$ cat src/rtl/gio_pkg.sv
// Shared op codes and constants for the gio output bank.
// Readback is compiled in only when GIO_READBACK_EN is defined (see gio_outbank).
package gio_pkg;

  typedef enum logic [1:0] {
    OP_DATA  = 2'd0,
    OP_SET   = 2'd1,
    OP_CLR   = 2'd2,
    OP_PULSE = 2'd3
  } gio_op_e;

  localparam int         GIO_STRIDE  = 4;
  localparam logic [7:0] GIO_RST_VAL = 8'h00;

endpackage

$ cat src/rtl/gio_channel.sv
// One output channel: a persistent data register plus a self-clearing pulse
// overlay whose lifetime is reloaded by every pulse write.
module gio_channel
  import gio_pkg::*;
#(
  parameter int WIDTH     = 8,
  parameter int CW        = 8,
  parameter int PULSE_LEN = 4
) (
  input  logic             clk,
  input  logic             rst,
  input  logic             we,
  input  gio_op_e          op,
  input  logic [WIDTH-1:0] val,
  output logic [WIDTH-1:0] out,
  output logic             busy,
  output logic [WIDTH-1:0] data_q,
  output logic [WIDTH-1:0] pulse_q,
  output logic [CW-1:0]    cnt_q
);

  localparam logic [WIDTH-1:0] RST_W    = GIO_RST_VAL[WIDTH-1:0];
  localparam logic [CW-1:0]    CNT_LOAD = CW'(PULSE_LEN - 1);

  logic [WIDTH-1:0] data_reg;
  logic [WIDTH-1:0] pulse_reg;
  logic [CW-1:0]    cnt;

  always_ff @(posedge clk) begin
    if (!rst) begin
      data_reg  <= RST_W;
      pulse_reg <= RST_W;
      cnt       <= '0;
    end else begin
      if (we) begin
        case (op)
          OP_DATA:  data_reg <= val;
          OP_SET:   data_reg <= data_reg | val;
          OP_CLR:   data_reg <= data_reg & ~val;
          OP_PULSE: begin
            pulse_reg <= pulse_reg | val;
            cnt       <= CNT_LOAD;
          end
          default: ;
        endcase
      end
      // A pulse write in this cycle takes priority over the countdown.
      if (!(we && op == OP_PULSE) && pulse_reg != '0) begin
        if (cnt != '0) cnt <= cnt - CW'(1);
        else           pulse_reg <= '0;
      end
    end
  end

  assign out     = data_reg | pulse_reg;
  assign busy    = |pulse_reg;
  assign data_q  = data_reg;
  assign pulse_q = pulse_reg;
  assign cnt_q   = cnt;

endmodule

$ cat src/rtl/gio_outbank.sv
// Bank of NCH output channels decoded from a 4*NCH address window at BASE_ADDR.
// Define GIO_READBACK_EN to add the registered data_out readback path.
module gio_outbank
  import gio_pkg::*;
#(
  parameter logic [7:0] BASE_ADDR = 8'h01,
  parameter int         NCH       = 4,
  parameter int         WIDTH     = 8,
  parameter int         PULSE_LEN = 4,
  parameter int         CW        = 8
) (
  input  logic                 clk,
  input  logic                 rst,
  input  logic [7:0]           address,
  input  logic [7:0]           value_in,
  input  logic                 wen,
  input  logic                 ren,
  output logic [NCH*WIDTH-1:0] port_out,
  output logic [NCH-1:0]       pulse_busy,
  output logic [WIDTH-1:0]     data_out,
  output logic                 hit
);

  localparam int WIN = GIO_STRIDE * NCH;

  logic [7:0] off;
  logic [5:0] ch_sel;
  gio_op_e    op;
  logic       wr_en;

  // Window can reach 256 entries, so compare in 9 bits.
  assign off    = address - BASE_ADDR;
  assign hit    = (address >= BASE_ADDR) && ({1'b0, off} < 9'(WIN));
  assign ch_sel = off[7:2];
  assign op     = gio_op_e'(off[1:0]);
  assign wr_en  = wen && hit;

  logic [NCH-1:0][WIDTH-1:0] ch_out;
  logic [NCH-1:0][WIDTH-1:0] ch_data;
  logic [NCH-1:0][WIDTH-1:0] ch_pulse;
  logic [NCH-1:0][CW-1:0]    ch_cnt;
  logic [NCH-1:0]            ch_busy;

  for (genvar g = 0; g < NCH; g++) begin : g_ch
    gio_channel #(
      .WIDTH    (WIDTH),
      .CW       (CW),
      .PULSE_LEN(PULSE_LEN)
    ) u_ch (
      .clk    (clk),
      .rst    (rst),
      .we     (wr_en && ch_sel == 6'(g)),
      .op     (op),
      .val    (value_in[WIDTH-1:0]),
      .out    (ch_out[g]),
      .busy   (ch_busy[g]),
      .data_q (ch_data[g]),
      .pulse_q(ch_pulse[g]),
      .cnt_q  (ch_cnt[g])
    );
  end

  assign port_out   = ch_out;
  assign pulse_busy = ch_busy;

`ifdef GIO_READBACK_EN
  logic [WIDTH-1:0] rd_val;

  always_comb begin
    rd_val = '0;
    for (int i = 0; i < NCH; i++) begin
      if (ch_sel == 6'(i)) begin
        case (op)
          OP_DATA:  rd_val = ch_data[i];
          OP_SET:   rd_val = ch_out[i];
          OP_CLR:   rd_val = ch_pulse[i];
          OP_PULSE: rd_val = WIDTH'(ch_cnt[i]);
          default:  rd_val = '0;
        endcase
      end
    end
  end

  // Reads sample pre-write state, so a same-cycle write is not visible.
  always_ff @(posedge clk) begin
    if (!rst)     data_out <= '0;
    else if (ren) data_out <= hit ? rd_val : '0;
  end

  logic unused_ok;
  assign unused_ok = ^{value_in};
`else
  assign data_out = '0;

  logic unused_ok;
  assign unused_ok = ^{ren, value_in, ch_data, ch_pulse, ch_cnt};
`endif

endmodule

$ cat config.mk
export PLATFORM = sky130hd
export DESIGN_NAME = gio_outbank
export DESIGN_NICKNAME = d
export VERILOG_FILES = /design/src/rtl/gio_pkg.sv /design/src/rtl/gio_channel.sv /design/src/rtl/gio_outbank.sv
export SDC_FILE = /design/constraint.sdc
export NUM_CORES = 1
export LEC_CHECK = 0
export ABC_AREA = 1
export BUFFER_PORTS_ARGS = -buffer_cell sky130_fd_sc_hd__buf_2
export CORE_MARGIN = 4
export CORE_UTILIZATION = 56
export CTS_CLUSTER_DIAMETER = 150
export DETAILED_ROUTE_END_ITERATION = 7
export PLACE_DENSITY = 0.77
export SETUP_SLACK_MARGIN = 0.4
export SYNTH_ARGS = -nofsm -noshare
export SYNTH_HDL_FRONTEND = slang
export SYNTH_SLANG_ARGS = --single-unit
$ cat constraint.sdc
create_clock -name clk -period 2.27 [get_ports clk]
set_input_delay 0.3405 -clock clk [delete_from_list [all_inputs] [get_ports clk]]
set_output_delay 0.3405 -clock clk [all_outputs]
set_load 0.02 [all_outputs]
# After elaboration in Yosys (flattened, before gate mapping)
# Index checks and enable logic that the tools add are counted.
dict set report classes {
  addsub 5
  n_lt_le_gt_ge 2
  eq_ne 6
  mux 36
  bitwise_logic 17
  n_reduce_logical 37
}
# cell n
set op_table {}
lappend op_table {{2-to-1 mux 8 bit} 32}
lappend op_table {{OR 8 bit} 12}
lappend op_table {{one-hot mux 8 bit (3 select lines)} 4}
lappend op_table {{nonzero test 8 bit} 8}
lappend op_table {{subtractor 8 x 1 -> 8 bit, second input constant} 5}
lappend op_table {{bitwise AND 8 bit} 4}
lappend op_table {{OR reduction 8 bit} 4}
lappend op_table {{logical AND 1 bit} 14}
lappend op_table {{equality test 6 x 2 -> 1 bit, second input constant} 2}
lappend op_table {{greater-or-equal comparator 8 x 1 -> 1 bit, second input constant} 1}
lappend op_table {{< comparator 8 x 5 -> 1 bit, second input constant} 1}
lappend op_table {{inverter 8 bit} 1}
lappend op_table {{AND reduction 2 bit} 4}
lappend op_table {{equality test 6 x 1 -> 1 bit, second input constant} 1}
lappend op_table {{zero test 6 bit} 1}
lappend op_table {{equality test 2 bit, second input constant} 2}
lappend op_table {{zero test 1 bit} 4}
lappend op_table {{nonzero test 3 bit} 1}
lappend op_table {{equality test 2 x 1 -> 1 bit, second input constant} 1}
lappend op_table {{zero test 2 bit} 1}
dict set report word_totals {
  ff_bits 96
  in_bits 20
  output_inout_bits 45
}

# Logic depth before layout (Yosys ltp)
dict set report depth {
  word_depth 9
  ltp_mapped 12
  mapped_depth_nobuf 10
}

# Hierarchy
# A second synthesis with hierarchy kept.
dict set report hier_totals {
  cells_unflattened 820
  hier_area_um2 5556.6
}
# module n_inst cells_each area_per_inst_um2 seq_area_each_um2
set by_module_without_submodules {}
lappend by_module_without_submodules {{gio_channel at g_ch[2].u_ch ...} 2 193 1352.5 480.5}
lappend by_module_without_submodules {{gio_channel at g_ch[0].u_ch ...} 2 195 1307.5 480.5}
lappend by_module_without_submodules {gio_outbank 1 44 236.5 0.0}

# Worst setup path after synthesis
# Ideal clock, no wire load.
dict set report synth_timing {
  path_kind {register to register}
  from {register g_ch[3].u_ch.cnt[0]}
  to {register g_ch[3].u_ch.cnt[1]}
  setup_ns 0.116
  arrival_time_ns 1.680
  path_slack_ns 0.474
  path_stages_with_launch 10
  path_cell_list {dfxtp_1 -> inv_1 -> ha_1 -> nand3_1 -> nor3_1 -> inv_1 -> nand3_1 -> nand2_1 -> nor2_1 -> nor2_1}
}
dict set report synth_between {
  elab_chain_len 3
  word_cells_on_any_way 4
  cone_classes {add/sub (1); mux (2); reduce/logical (1)}
}
# item line
set synth_rtl {}
lappend synth_rtl {{from (decl)} gio_channel.sv:27} ;# logic [CW-1:0] cnt;
lappend synth_rtl {{from (signal assigned)} gio_channel.sv:49} ;# if (cnt != '0) cnt <= cnt - CW'(1);
lappend synth_rtl {{subtractor 8 x 1 -> 8 bit or nonzero test 8 bit (tied branches)} gio_channel.sv:49}
lappend synth_rtl {{2-to-1 mux 8 bit (*)} gio_channel.sv:49}
lappend synth_rtl {{2-to-1 mux 8 bit (*)} gio_channel.sv:48} ;# if (!(we && op == OP_PULSE) && pulse_reg != '0) begin
# Mark *: on every way between the ends. The rest lies on a longest branch, timed or not.
# A chain may end at the register's enable or synchronous reset.

# Worst setup path after layout
dict set report layout_timing {
  from {register g_ch[3].u_ch.pulse_reg[5]}
  to {output port pulse_busy[3]}
}
dict set report layout_between {
  elab_chain_len 1
}
# item line
set layout_rtl {}
lappend layout_rtl {{from (decl)} gio_channel.sv:26} ;# logic [WIDTH-1:0] pulse_reg;
lappend layout_rtl {{from (signal assigned)} gio_channel.sv:41} ;# pulse_reg <= pulse_reg | val;
lappend layout_rtl {{OR reduction 8 bit} gio_channel.sv:56} ;# assign busy = |pulse_reg;
lappend layout_rtl {{to (decl)} gio_outbank.sv:19} ;# output logic [NCH-1:0] pulse_busy,
# No other way between the ends.

==> flow_summary.ini <==
[outcome]
outcome = finished, final reports clean

[timing]
timing.fmax_mhz = 558
slew_viol_final = 0
setup_violations = 0
rsz0062_at_grt = yes
holdWs_ns = 0.296
final.min_clock_period_ns = 1.79
hold_violations = 0
fin_worst_skew_ns = 0.00896
finalSetupTns_ns = 0
period_share_pct = 79.0

[place]
placed_area_um2 = 5570
dp_hpwl_um = 9900
gp_congestion = 0.903
portBuffers = 55

[setup_path]
crit_arrival_ns = 1.45
cp.required_ns = 1.93
critPathMaxFanout = 8
crit_path_top_delay_cell = dfxtp_1
worst_path_dominant_cell_family = buffers and inverters
path_class = reg2out
crit_path_end_kind = primary output
cp_num_buf_inv = 3
startpoint_type = register
max_stage_delay_ns = 0.31
cp_cell_sequence = inv_1 > nand4_1 > nor2_4 > clkinv_2 > buf_2
rrSetupSlack_ns = 0.55

[global_route]
antenna_found_initial = 0
grt_max_degree = 40
grt_pass1_wl_um = 22000
grt_pass1_vias = 4895
overflow = 0
grtUsageTotal_pct = 24.2

[layout]
seqCellArea_um2 = 1920
diodes = 0
final_cell_area_um2 = 5830
final_util_pct = 65.9
multi_input_comb_area_um2 = 2660
layout-drive-gt1-share_pct = 16.1
fill_cells = 785
nets = 874
syn_to_final_growth_pct = 13.0

[clock_tree]
cts_max_level = 3
numCtsBuffers = 9
clk_pin_slew_worst_paths_ns = 0.10
cts_sinks = 96
cts_tree = yes
ctsLongestPathBuffers = 2
clockRootBuffer = clkbuf_8
worstSkewPairLatency_ns = 0.37

[synth]
ys_warn_count = 0
synthesis.area_um2 = 5160
async_flop_share_pct = 0
synth_edf_count = 0
synth.distinct_cells = 29
syn_area_per_cell_um2 = 6.59
ys_ff_latch = 96
syn_inst = 783
synth_ff_type = dfxtp_1
ys_seq_area_share_pct = 37.2

[floorplan]
io_pins = 65
fp.dieH_um = 104
die-area_um2 = 10800
coreArea_um2 = 8850
die_x_um = 104
num_rows = 34
initial_core_util_pct = 58.3

[route]
dr.pass1.iters = 5
wl_per_cell_um = 13.8
drt_iter0_drc = 302
totalWireLength_um = 13300
drc = 0
avgViaCountPerCell = 5.48
ant_nets = 0
vias = 5275

[power]
vdd_ir_drop_max_mv = 0.319
powerDensity_nw_per_um2 = 516
p_total_mw = 3.01
leakagePower_nw = 2.68

[run]
maxCapViolCount = 0

[min_path]
min_path_type = in2reg
per-stage QoR:
step                worst slack, ns  instances
global placement              0.210        943
detailed placement            0.137        943
CTS                           0.383        959
floorplan                     0.474        790
finish                        0.477        963
global route                  0.380        963
placed cells by master (no fill, tap or decap):
cell type    n
a21oi_1     64
inv_8        1
nand4_1     36
nor2_1     107
clkbuf_8     9
nand3_1     49
o21ai_0     68
clkinv_2     2
clkinv_4     3
inv_6        1
o211ai_1    10
inv_1      111
clkinv_8     1
o21ai_1      5
a21oi_2      1
nand2_2      4
conb_1       8
or2_2       11
ha_1         4
inv_2        8
nor2_4       7
xnor2_1      9
nor3_1       4
buf_2       55
nor2_2       3
nand3_2      3
buf_4       26
nand2_1    142
xor2_1       4
dfxtp_1     96
nand3_4      3
metal layers:
metal | vias up | wire length [um] | global-route usage [%]
met5 | - | 0 | 0
met2 | 190 | 6590 | 41.8
li1 | 2636 | - | -
met1 | 2422 | 5620 | 30.4
met3 | 27 | 808 | 4.35
met4 | 0 | 242 | 8.26
tightest hold or removal path, stage by stage:
cell	delay, ns
buf_2	0.14
nand3_1	0.09
a21oi_1	0.05
registers in the layout (all words and copies together), names as in the netlist:
| name | flops |
|---|---|
| g_ch.u_ch.cnt_q | 32 |
| g_ch.u_ch.data_q | 32 |
| g_ch.u_ch.pulse_q | 32 |
synth_stat cells (all sizes together) (4+ instances only):
library cell,n,share of area (%)
dfxtp,96,37
nor2,117,9.1
ha,4,0.97
xor2,4,0.68
nand4,36,4.4
nand3,55,6.3
a21oi,65,6.4
or2,11,1.3
o211ai,10,1.5
xnor2,9,1.5
buf,19,2.8
clkbuf,13,0.95
o21ai,73,7.1
inv,119,8.7
nand2,146,11
nor3,4,0.39
layout make-up:
type | count | area share, %
clock buffers | 9 | 2.12
repair buffers | 81 | 8.07
well taps | 108 | 2.32
multi-input cells | 542 | 45.6
flip-flops and latches | 96 | 32.9
inverters | 120 | 7.74
clock inverters | 7 | 1.16
final timing paths:
| check | start | end | depth (start not counted) |
|---|---|---|---|
| setup reg to reg | g_ch[3].u_ch.cnt_q[0] | g_ch[3].u_ch.cnt_q[1] | 9 |
| hold / removal | value_in[3] | g_ch[3].u_ch.pulse_q[3] | 3 |
| hold reg to reg | g_ch[0].u_ch.data_q[0] | g_ch[0].u_ch.data_q[0] | 2 |
| setup / recovery | g_ch[3].u_ch.pulse_q[5] | pulse_busy[3] | 5 |
report_power, final:
part	switching, mW	total, mW	internal (mW)
sequential	0.00180	1.69	1.69
clock	0.666	1.09	0.424
combinational	0.169	0.233	0.0637
cells by family after synthesis:
family / count (synthesis) / share of synthesized area [%]
flops: 96 / 37.2
simple gates: 369 / 32.2
other cells: 1 / 0.0727
buf+inv: 152 / 12.4
compound gates: 148 / 14.9
xor+xnor: 13 / 2.21
fa+ha+maj: 4 / 0.970
repair_timing:
item | 4_1_cts | 5_1_grt
pin swaps | 0 | 3
hold endpoints to repair | 0 | 0
gates resized for setup | 5 | 7
setup endpoints to repair | 12 | 23
setup buffers | 0 | 4
hold buffers | 0 | 0
Note: power is estimated with default switching activity, not from simulation.
